===== src/rtl/ltl_mon_pkg.sv =====
// Shared types for the LTL monitor symbol feeder: FSM states, FIFO entry
// layout and the trace symbol width.
package ltl_mon_pkg;

    localparam int SYM_W = 8;

    typedef enum logic [2:0] {
        IDLE,
        ARM,
        STREAM,
        DRAIN,
        DONE
    } feeder_state_e;

    typedef struct packed {
        logic [SYM_W-1:0] sym;
        logic             last;
    } fifo_entry_t;

endpackage


===== src/rtl/ltl_sym_fifo.sv =====
// Small circular buffer of trace symbols. DEPTH must be a power of two so the
// pointers wrap for free. push/pop are qualified internally against
// full/empty; head is the oldest entry and is only meaningful when !empty.
module ltl_sym_fifo
    import ltl_mon_pkg::*;
#(
    parameter int DEPTH = 4
) (
    input  logic        clk,
    input  logic        reset,
    input  logic        push,
    input  fifo_entry_t wdata,
    input  logic        pop,
    output fifo_entry_t head,
    output logic        full,
    output logic        empty
);

    localparam int PTR_W = $clog2(DEPTH);
    localparam logic [PTR_W:0] FULL_CNT = (PTR_W + 1)'(DEPTH);

    fifo_entry_t      mem [DEPTH];
    logic [PTR_W-1:0] rd_ptr;
    logic [PTR_W-1:0] wr_ptr;
    logic [PTR_W:0]   count;
    logic             do_push;
    logic             do_pop;

    assign full    = (count == FULL_CNT);
    assign empty   = (count == '0);
    assign do_push = push && !full;
    assign do_pop  = pop && !empty;
    assign head    = mem[rd_ptr];

    // Storage array; no reset needed because count gates every read.
    always_ff @(posedge clk) begin
        if (do_push) mem[wr_ptr] <= wdata;
    end

    // Pointers and occupancy; reset flushes the buffer.
    always_ff @(posedge clk) begin
        if (reset) begin
            rd_ptr <= '0;
            wr_ptr <= '0;
            count  <= '0;
        end else begin
            if (do_push) wr_ptr <= wr_ptr + PTR_W'(1);
            if (do_pop)  rd_ptr <= rd_ptr + PTR_W'(1);
            case ({do_push, do_pop})
                2'b10:   count <= count + (PTR_W + 1)'(1);
                2'b01:   count <= count - (PTR_W + 1)'(1);
                default: count <= count;
            endcase
        end
    end

endmodule


===== src/rtl/ltl_symbol_feeder.sv =====
// Producer side of the LTL monitor symbol interface. Buffers trace symbols,
// sequences the automaton reset at each session start, streams symbols with
// run, and attributes automaton reports to the symbol index that caused them.
// Optional: define LTL_FEEDER_IDLE_FILL_EN to inject IDLE_SYM whenever the
// FIFO runs dry in STREAM, so automaton time keeps advancing.
module ltl_symbol_feeder
    import ltl_mon_pkg::*;
#(
    parameter int               DEPTH        = 4,
    parameter int               RESET_CYCLES = 2,
    parameter int               NUM_REP      = 4,
    parameter int               CNT_W        = 16,
    parameter logic [SYM_W-1:0] IDLE_SYM     = 8'd0
) (
    input  logic               clk,
    input  logic               reset,
    input  logic               frame_start,
    input  logic               in_valid,
    output logic               in_ready,
    input  logic [SYM_W-1:0]   in_symbol,
    input  logic               in_last,
    output logic [SYM_W-1:0]   sym_out,
    output logic               run_out,
    output logic               am_reset,
    input  logic [NUM_REP-1:0] report_in,
    output logic [NUM_REP-1:0] report_sticky,
    output logic               first_valid,
    output logic [CNT_W-1:0]   first_idx,
    output logic [CNT_W-1:0]   sym_count,
    output logic               done
);

    localparam int ARM_W = (RESET_CYCLES > 1) ? $clog2(RESET_CYCLES) : 1;

    feeder_state_e    state;
    feeder_state_e    state_nxt;
    logic [ARM_W-1:0] arm_cnt;
    logic             arm_start;
    logic [SYM_W-1:0] sym_q;
    logic             run_d;
    logic [CNT_W-1:0] idx_d;

    fifo_entry_t      fifo_wdata;
    fifo_entry_t      fifo_head;
    logic             fifo_push;
    logic             fifo_pop;
    logic             fifo_full;
    logic             fifo_empty;

    // The automaton also sees the global reset, not just the ARM window.
    assign am_reset   = reset || (state == ARM);
    assign fifo_push  = in_valid && in_ready;
    assign fifo_wdata = '{sym: in_symbol, last: in_last};

    ltl_sym_fifo #(
        .DEPTH (DEPTH)
    ) u_fifo (
        .clk   (clk),
        .reset (reset),
        .push  (fifo_push),
        .wdata (fifo_wdata),
        .pop   (fifo_pop),
        .head  (fifo_head),
        .full  (fifo_full),
        .empty (fifo_empty)
    );

    // Next-state and handshake/issue decode; reset masks everything so no
    // symbol is accepted or issued in a reset cycle.
    always_comb begin
        state_nxt = state;
        arm_start = 1'b0;
        in_ready  = 1'b0;
        run_out   = 1'b0;
        sym_out   = sym_q;
        fifo_pop  = 1'b0;
        done      = 1'b0;
        case (state)
            IDLE: begin
                if (frame_start) begin
                    state_nxt = ARM;
                    arm_start = 1'b1;
                end
            end
            ARM: begin
                in_ready = !fifo_full;
                if (arm_cnt == '0) state_nxt = STREAM;
            end
            STREAM: begin
                in_ready = !fifo_full;
                if (!fifo_empty) begin
                    run_out  = 1'b1;
                    sym_out  = fifo_head.sym;
                    fifo_pop = 1'b1;
                    if (fifo_head.last) state_nxt = DRAIN;
                end else begin
`ifdef LTL_FEEDER_IDLE_FILL_EN
                    run_out = 1'b1;
                    sym_out = IDLE_SYM;
`else
                    run_out = 1'b0;
`endif
                end
            end
            DRAIN: state_nxt = DONE;
            DONE: begin
                done = 1'b1;
                if (frame_start) begin
                    state_nxt = ARM;
                    arm_start = 1'b1;
                end
            end
            default: state_nxt = IDLE;
        endcase
        if (reset) begin
            state_nxt = IDLE;
            arm_start = 1'b0;
            in_ready  = 1'b0;
            run_out   = 1'b0;
            sym_out   = sym_q;
            fifo_pop  = 1'b0;
        end
    end

    // State register.
    always_ff @(posedge clk) begin
        if (reset) state <= IDLE;
        else       state <= state_nxt;
    end

    // ARM down-counter: loaded on entry, ARM ends on the cycle it reads zero.
    always_ff @(posedge clk) begin
        if (reset)                           arm_cnt <= '0;
        else if (arm_start)                  arm_cnt <= ARM_W'(RESET_CYCLES - 1);
        else if (state == ARM && arm_cnt != '0) arm_cnt <= arm_cnt - ARM_W'(1);
    end

    // Last issued symbol, held on sym_out while the automaton is stalled.
    always_ff @(posedge clk) begin
        if (reset)        sym_q <= '0;
        else if (run_out) sym_q <= sym_out;
    end

    // Symbol counting and report attribution; a report seen one cycle after
    // a run cycle belongs to the index issued in that run cycle (idx_d).
    always_ff @(posedge clk) begin
        if (reset || arm_start) begin
            run_d         <= 1'b0;
            idx_d         <= '0;
            sym_count     <= '0;
            report_sticky <= '0;
            first_valid   <= 1'b0;
            first_idx     <= '0;
        end else begin
            run_d <= run_out;
            idx_d <= sym_count;
            if (run_out && sym_count != '1) sym_count <= sym_count + CNT_W'(1);
            if (run_d && |report_in) begin
                report_sticky <= report_sticky | report_in;
                if (!first_valid) begin
                    first_valid <= 1'b1;
                    first_idx   <= idx_d;
                end
            end
        end
    end

endmodule


===== config.mk =====
export PLATFORM = sky130hd
export DESIGN_NAME = ltl_symbol_feeder
export DESIGN_NICKNAME = d
export VERILOG_FILES = /design/src/rtl/ltl_mon_pkg.sv /design/src/rtl/ltl_sym_fifo.sv /design/src/rtl/ltl_symbol_feeder.sv
export SDC_FILE = /design/constraint.sdc
export NUM_CORES = 1
export LEC_CHECK = 0
export CAP_MARGIN = 5
export CORE_UTILIZATION = 60
export CTS_BUF_LIST = sky130_fd_sc_hd__clkbuf_2 sky130_fd_sc_hd__clkbuf_4 sky130_fd_sc_hd__clkbuf_8
export DETAILED_ROUTE_END_ITERATION = 10
export PLACE_DENSITY = 0.84
export SETUP_SLACK_MARGIN = 0.15
export SLEW_MARGIN = 20
export SYNTH_ARGS = -nofsm -noshare
export SYNTH_HDL_FRONTEND = slang
export SYNTH_SLANG_ARGS = --single-unit

===== constraint.sdc =====
create_clock -name clk -period 7.85 [get_ports clk]
set_input_delay 1.1775 -clock clk [delete_from_list [all_inputs] [get_ports clk]]
set_output_delay 1.1775 -clock clk [all_outputs]
set_load 0.005 [all_outputs]

---- Yosys cells after proc, flatten, opt, wreduce, memory -nomap -nowiden ----
Memories as Yosys holds them, arrays and structs flattened. A register that Yosys moved wholly into a read port is not among the register bits.
Index checks and enable logic that the tools add are counted.
W data, S select, Z words.
storage, ports and cells
  bits in registers ....................... 73
  bits in latches ......................... 0
  memory bits (writable) .................. 36
  bits in read-only memories .............. 0
  output and inout port bits .............. 49
  logic and storage cells ................. 76
  memories ................................ 1
memory list
  memory      words  width  rd ports  clocked after Yosys merged registers in  write ports  RTL line            text
  u_fifo.mem  4      9      1         1                                        1            ltl_sym_fifo.sv:22  fifo_entry_t mem [DEPTH];
cells by class
  add/subtract/negate cells ............... 6
  $mul .................................... 0
  divide/modulo/power cells ............... 0
  $lt $le $gt $ge ......................... 0
  equality and inequality tests ........... 12
  shift-type cells ........................ 0
  mux-type cells .......................... 24
  bitwise gates (word level) .............. 2
  reductions and logical operators ........ 19
operator list
  cell                     count
  $mux W8                  3
  $add A16 B1 Y16 const B  1
  $ne A16 B16 Y1 const B   1
  $mux W1                  13
  $mux W3                  4
  $pmux W3 S4              1
  $eq A3 B2 Y1 const B     2
  $eq A3 B3 Y1 const B     2
  $logic_and A1 B1 Y1      6
  $logic_not A3 Y1         2
  $ne A2 B2 Y1 const B     3
  $pmux W3 S2              1
  $add A2 B1 Y2 const B    2
  $mux W2                  2
  $or A4 B4 Y4             1
  $reduce_and A4 Y1        1
  $reduce_bool A2 Y1       2
  $reduce_or A2 Y1         2
  $reduce_or A4 Y1         1
  $add A3 B1 Y3 const B    1
  $eq A3 B1 Y1 const B     1
  $sub A3 B1 Y3 const B    1
  $eq A2 B1 Y1 const B     1
  $eq A2 B2 Y1 const B     1
  6 further kinds          8

---- Longest topological paths before layout ----
Gate-level depths: netlist of the first run.
  depth after elaboration ................. 8
  mapped depth ............................ 12

---- By module ----
A second synthesis of the first run with hierarchy kept.
unflattened totals
  cell total of the unflattened synthesis .. 401
  area, all modules ....................... 4434.3 sq um
by module, submodules not included
  module             instances  cells an instance  area each (sq um)
  ltl_symbol_feeder  1          300                2656.3
  ltl_sym_fifo       1          101                1778.0

---- Worst setup path before layout of the first run ----
OpenSTA, ideal clock, no wires.
  path kind ............................... input port to output port
  start point ............................. input reset
  end point ............................... output sym_out[0]
  arrival ................................. 2.490 ns
  data required time ...................... 6.673 ns
  setup slack ............................. 4.182 ns
  cell stages on the path ................. 7
  buffers on the path ..................... 3
  cells stage by stage .................... or4b_1 or2_1 buf_6 buf_2 clkbuf_1 nand2_1 nand2_1
between the ends
  cells in the longest elaborated chain, start to end .. 1
RTL lines
  element      RTL line                  text
  from (decl)  ltl_symbol_feeder.sv:16   input logic reset,
  $mux W8      ltl_symbol_feeder.sv:115  if (reset) begin
  to (decl)    ltl_symbol_feeder.sv:22   output logic [SYM_W-1:0] sym_out,
No other way between the ends.

---- Final worst setup path of the first run ----
  start point ............................. input reset
  end point ............................... output sym_out[4]
Same word-level chain as after synthesis.

==> results of run 1 <==
## registers in the layout, summed over array words and instances, names as in the netlist, named ones only
signal	cells
arm_cnt	1
first_idx	16
first_valid	1
idx_d	16
report_sticky	4
run_d	1
state	3
sym_count	16
sym_q	8
u_fifo.count	3
u_fifo.mem	36
u_fifo.rd_ptr	2
u_fifo.wr_ptr	2
## cells by family after synthesis
group | Yosys count | synth area share
simple gates | 145 | 0.164
flops | 111 | 0.592
mux | 45 | 0.130
buf+inv | 35 | 0.0327
compound gates | 32 | 0.0488
fa+ha+maj | 7 | 0.0218
xor+xnor | 5 | 0.0100
## per-layer routing
layer,routed length (um),vias to the layer above,global-route usage
met2,4150,80,0.411
met3,354,15,0.0521
met5,0,-,0
li1,-,1449,-
met1,3420,1427,0.275
met4,161,0,0.110
## per-stage QoR
stage	hold WS, ps	total power, uW	worst slack, ps
6_report	467	973	2630
4_1_cts	470	977	2630
2_1_floorplan	428	645	4180
3_5_place_dp	456	666	2630
5_1_grt	503	1010	2450
3_3_place_gp	439	663	2780
## Yosys cell counts (all sizes together)
library cell	instances
a21oi	18
ha	6
nor4	5
nor3	3
o41ai	3
or4b	2
nand3b	2
nand4	6
nor4b	1
o31ai	3
mux4	9
inv	19
and2	16
and4	1
nor3b	1
buf	6
and3	1
o311ai	1
or2	5
nand2b	5
nor2	51
clkbuf	10
a2111oi	1
nand4b	2
xor2	2
or3	3
or4	4
edfxtp	36
fa	1
xnor2	3
a211oi	2
o21ai	3
nand3	5
nand2	32
dfxtp	75
a21o	1
mux2	4
mux2i	32
## power by group through the flow
stage | combinational [uW] | sequential, uW | clock (uW)
after CTS | 49.7 | 603 | 324
after detailed placement | 49.3 | 617 | 0
after global routing | 55.2 | 605 | 351
after global placement | 47.4 | 616 | 0
final | 49.8 | 603 | 320
after floorplan | 31.7 | 613 | 0
## layout make-up
type	count	area, um2
clock buffer	10	131
timing repair buffer	66	658
tap	96	120
fill	484	1640
clock inverter	6	51.3
sequential	111	2580
inverter	19	71.3
multi-input combinational	234	1650
## layout by cell type, fill, tap and decap left out, drive strengths merged, types with 6 or more instances in the layout
| cell | n |
|---|---|
| a21oi | 18 |
| nand4 | 6 |
| and2 | 16 |
| nor2 | 51 |
| clkdlybuf4s50 | 65 |
| dfxtp | 75 |
| mux4 | 9 |
| edfxtp | 36 |
| clkbuf | 10 |
| nand2 | 32 |
| ha | 6 |
| mux2i | 32 |
| inv | 23 |
## worst max path at each step
stage                       endpoint  slack, ps
after floorplan           sym_out[0]       4180
after global placement    sym_out[5]       2780
after detailed placement  sym_out[4]       2630
after CTS                 sym_out[4]       2630
after global routing      sym_out[6]       2450
final                     sym_out[4]       2630
==> summary.md, run 1 <==
| Metric | Value |
|---|---|
| Post-synthesis sequential area ratio | 0.592 |
| Via count | 2,971 |
| Leak Pwr | 0.00190 uW |
| Clock root buffer | clkbuf_8 |
| CP Capture Type | primary output |
| Initial core utilization | 0.631 |
| Post-route minimum period | 5220 ps |
| Final Core Density | 0.762 |
| Syn_nets | 404 |
| Die X | 87.3 um |
| Top-area cell type share of the netlist area | 0.344 |
| Num rows | 30 |
| Placed cell count | 526 |
| Fmax | 0.191 GHz |
| Vias per Instance | 5.48 |
| H-tree level count | 3 |
| Hold path cells | 1 |
| Post-Syn Area per Cell | 11.5 um2 |
| Global router's overall resource usage | 0.235 |
| Die Height | slightly below 90 um |
| First-pass GRT wire length | 13.5 mm |
| Clock power frac | 0.329 |
| Crit start category | input port |
| Clock Tree Buf Depth | 2 |
| Synth Warn # | 0 |
| Final Wtd Congestion | 0.751 |
| Number of inserted diodes | 0 |
| P_int | 744 uW |
| Synthesis-to-layout area growth | 20.7% |
| Mapped Area | 4360 um2 |
| Die ar. | 7610 um2 |
| Clk sink count | around 110 |
| Total gr overflow | 0 |
| Peak VDD IR | 0.000143 V |
| CP Buf/Inv Count | 3 |
| Switching power | approximately 230 uW |
| DR iter-0 viols | around 160 |
| Fin. Hold Viols | 0 |
| Max-cap violations | 0 |
| Type of the worst setup path | in -> out |
| CP Cell Sequence | clkdlybuf4s50_1 > or4b_1 > or2_1 > inv_1 > nand2_1 > nand2_1 > clkdlybuf4s50_1 |
| R2R depth | 10 |
| Worst EP required | 6670 ps |
| Number of buffers created by CTS | 9 |
| Vias in the first global route | 2,950 |
| Placed Area | 5070 um2 |
| Synth unique cells | 42 |
| Fin crit share | 0.665 |
| Port Buffer Count | 65 |
| Hold_buf cts | 0 |
| Post-Layout Cell Count | 542 |
| Worst-path fanout max | 24 |
| Initial antenna violation count | 0 |
| Layout Skew | 9.63 ps |
| TritonRoute pass-1 iters | 4 |
| Measured slew at the worst slew-check pin | 1020 ps |
| Hold wc startpoint | u_fifo.rd_ptr[1] |
| Crit path max-delay family | buffers and inverters |
| Final net count | between 400 and 500 |
| Worst endpoint data arrival time | slightly above 4000 ps |
| Reg-to-reg critical path startpoint | state[1] |
| Detailed placer's ending HPWL | 5.55 mm |
| Final setup viols | 0 |
| FF+latch count, synth | around 110 |
| Max Transition Viols Final | 0 |
| Sw Ratio | 0.235 |
| CP max stage delay | 840 ps |
| Final setup TNS | 0 ps |
| Internal reg-to-reg setup slack | approximately 4900 ps |
| Stages on the worst setup path | 7 |
| Comb power frac | 0.051 |
| # Post-CTS Setup Buffers | 0 |
| Setup crit start | reset |
| Routed Antenna Nets | 0 |
| Sequential share of power | 0.620 |
| Reg2reg end | u_fifo.count[2] |
| Hold crit path type | reg -> reg |
| Cell area after layout | 5260 um2 |
| Layout cells sized above 1 | 0.0874 |
| Unrepaired setup endpoints after global routing | false |
| Synth Instances | 380 |
| Core area | roughly 6900 um2 |
| PostCTS Resize Cnt | 0 |
| PwrDens | 185 nW/um2 |
| Slowest-stage cell, CP | clkdlybuf4s50_1 |
| # IOs | 66 |
| Status | complete, no violations |
| Rel. slew slack | 0.322 |
| WL final | 8.09 mm |
| Synth area leader | dfxtp_1 |
| Reg clk slew, reported paths | 100 ps |
| CTS tree | done |
| Area contributors post-synth | dfxtp_1, edfxtp_1, mux2i_1 |
| Largest net degree at the start of global routing | 32 |
| DRC viols | 0 |
| Clk_lat worst skew | 370 ps |
| Drt wl/cell | 14.9 um |
Note: power is estimated with default switching activity, not from simulation.
==> inputs of run 2 (changes only) <==
CORE_UTILIZATION = 56   (was 60)
PLACE_DENSITY = 0.79   (was 0.84)
clock period = 5.1 ns   (was 7.85 ns; I/O delays follow)
==> run 2 against run 1 <==
Compared with the run above:
- combinational power increased by 55%
- via count decreased by 1.4%
- sequential power up 54%
- utilization shrank 4.7 points
- global-route usage down 3.2 points
- die area is 7.0% higher
- hold slack improved by 3.2 ps
- cell count up 0.74%
- clock-buffer cell count fell by 1
- first-iteration DRC count shrank 33%
- clock skew is 0.81 ps lower
- sequential share of layout area fell by 0.29 points
- critical endpoint is now sym_out[6]
- largest power group unchanged
==> summary.md, run 2 (synthesis gave the netlist of run 1 again) <==
| Metric | Value |
|---|---|
| Fin crit share | 0.784 |
| CTS tree | done |
| Clk_lat worst skew | 370 ps (about the same) |
| TritonRoute pass-1 iters | 4 (unchanged) |
| Placed cell count | 530 (+0.76%) |
| Fin. Hold Viols | 0 (unchanged) |
| Switching power | 351 uW (+53%) |
| Type of the worst setup path | in -> out |
| Post-Layout Cell Count | 546 (+0.74%) |
| # IOs | 66 (unchanged) |
| Largest net degree at the start of global routing | 32 (unchanged) |
| Die X | 90.2 um (+3.4%) |
| Clk sink count | 111 (unchanged) |
| CP Capture Type | primary output |
| Drt wl/cell | 14.4 um (-3.2%) |
| Unrepaired setup endpoints after global routing | false |
| Most flop-heavy register | u_fifo.mem |
| Crit path max-delay family | buffers and inverters |
| Layout Skew | 8.82 ps (-0.810 ps) |
| Core area | 7410 um2 (+7.3%) |
| First-pass GRT wire length | 13.1 mm (-3.4%) |
| Hold_buf cts | 0 (unchanged) |
| Measured slew at the worst slew-check pin | 1060 ps (+47.0 ps) |
| Status | complete, no violations |
| CP Buf/Inv Count | 4 (+1) |
| Detailed placer's ending HPWL | 5.33 mm (-3.9%) |
| Die Height | 90.2 um (+3.4%) |
| Clock root buffer | clkbuf_8 |
| Vias per Instance | 5.36 (-2.2%) |
| Leak Pwr | 0.00192 uW (+0.90%) |
| CP max stage delay | 530 ps (-310 ps) |
| Num rows | 31 (+3.3%) |
| Number of inserted diodes | 0 (unchanged) |
| DR iter-0 viols | 105 (-33%) |
| Max Transition Viols Final | 0 (unchanged) |
| Sequential share of power | 0.603 (-0.017) |
| Max reg flops | 36 (unchanged) |
| Peak VDD IR | 0.000214 V (+50%) |
| Sw Ratio | 0.228 (-0.00741) |
| Most frequent cells in the layout | dfxtp_1, clkdlybuf4s50_1, nor2_1 |
| PostCTS Resize Cnt | 0 (unchanged) |
| Synthesis-to-layout area growth | 21.4% |
| Worst EP required | 4340 ps (-2330 ps) |
| Slowest-stage cell, CP | clkdlybuf4s50_1 |
| Number of buffers created by CTS | 9 (unchanged) |
| Via count | 2,928 (-1.4%) |
| Final setup viols | 0 (unchanged) |
| Max-cap violations | 0 (unchanged) |
| Final Wtd Congestion | 0.792 (+5.6%) |
| Worst-path fanout max | 28 (+17%) |
| Clock Tree Buf Depth | 2 (unchanged) |
| # Post-CTS Setup Buffers | 0 (unchanged) |
| Rel. slew slack | 0.290 (-0.0313) |
| H-tree level count | 3 (unchanged) |
| Clock power frac | 0.347 (+0.018) |
| Vias in the first global route | 2,857 (-3.2%) |
| Initial antenna violation count | 0 (unchanged) |
| Most common cell after layout, fill and taps aside | dfxtp_1 |
| Crit start category | input port |
| Port Buffer Count | 65 (unchanged) |
| Total gr overflow | 0 (unchanged) |
| Post-route minimum period | roughly 4000 ps |
| Final setup TNS | 0 ps (unchanged) |
| Die ar. | 8140 um2 (+7.0%) |
| PwrDens | 291 nW/um2 (+57%) |
| Reg clk slew, reported paths | 100 ps (about the same) |
| P_int | 1190 uW (+60%) |
| Worst endpoint data arrival time | 3240 ps (-800 ps) |
| Routed Antenna Nets | 0 (unchanged) |
| Final net count | 466 (+0.22%) |
| WL final | 7.88 mm (-2.5%) |
| DRC viols | 0 (unchanged) |
| Comb power frac | 0.050 (about the same) |
| Fmax | roughly 0.25 GHz |
| Hold crit path type | reg -> reg |
| Initial core utilization | 0.589 (-0.0428) |
| Global router's overall resource usage | 0.203 (-0.0321) |
| CP Cell Sequence | clkdlybuf4s50_1 > or4b_1 > or2_1 > buf_4 > inv_1 > nand2_1 > nand2_1 > clkdlybuf4s50_1 |
| Layout cells sized above 1 | 0.0872 (-0.000196) |
==> run 2: worst reg2reg max path: stages (launching register included) <==
cell     delay (ps)
dfxtp_1         550
or4b_1          490
or2_1           220
buf_4           220
inv_1           100
ha_1            190
inv_1            60
fa_1            370
xor2_1          160
or3_1           310
a21oi_1         140
==> run 2: cell type report <==
class | instances | area (um2)
Inverter | 19 | 71.3
Tap cell | 99 | 124
Clock buffer | 9 | 124
Multi-Input combinational cell | 234 | 1650
Fill cell | 542 | 2110
Clock inverter | 7 | 78.8
Sequential cell | 111 | 2580
Timing Repair Buffer | 67 | 666
==> run 2: layer usage <==
| metal | GRT usage | part of all wire | wire, um |
|---|---|---|---|
| met4 | 0.0847 | 0.018 | 138 |
| met5 | 0 | 0 | 0 |
| met2 | 0.360 | 0.51 | 3980 |
| met1 | 0.245 | 0.45 | 3530 |
| met3 | 0.0321 | 0.030 | 236 |
==> run 2: per-stage QoR <==
step | total power (uW) | hold WS, ps | area [um2] | setup WS, ps | util
2_1_floorplan | 992 | 428 | 4360 | 1880 | -
3_3_place_gp | 1020 | 440 | 5080 | 1160 | 0.686
3_5_place_dp | 1030 | 454 | 5080 | 1110 | 0.686
4_1_cts | 1550 | 480 | 5280 | 1110 | 0.713
5_1_grt | 1590 | 504 | 5290 | 975 | 0.715
6_report | 1540 | 470 | 5290 | 1100 | 0.715
==> run 2: power by group through the flow <==
stage	registers (uW)	logic (uW)	clock network [uW]
CTS	928	77.1	544
floorplan	943	48.8	0
finish	928	77.0	535
global placement	948	73.8	0
global route	930	85.5	576
detailed placement	948	76.9	0
==> run 2: final timing paths <==
| path | end | startpoint | slack, ps | cells after the start |
|---|---|---|---|---|
| setup / recovery | sym_out[6] | reset | 1100 | 8 |
| hold / removal | register | u_fifo.rd_ptr[1] | 470 | 1 |
| hold reg to reg | register | u_fifo.rd_ptr[1] | 470 | 1 |
| setup reg to reg | u_fifo.count[2] | state[1] | 2240 | 10 |
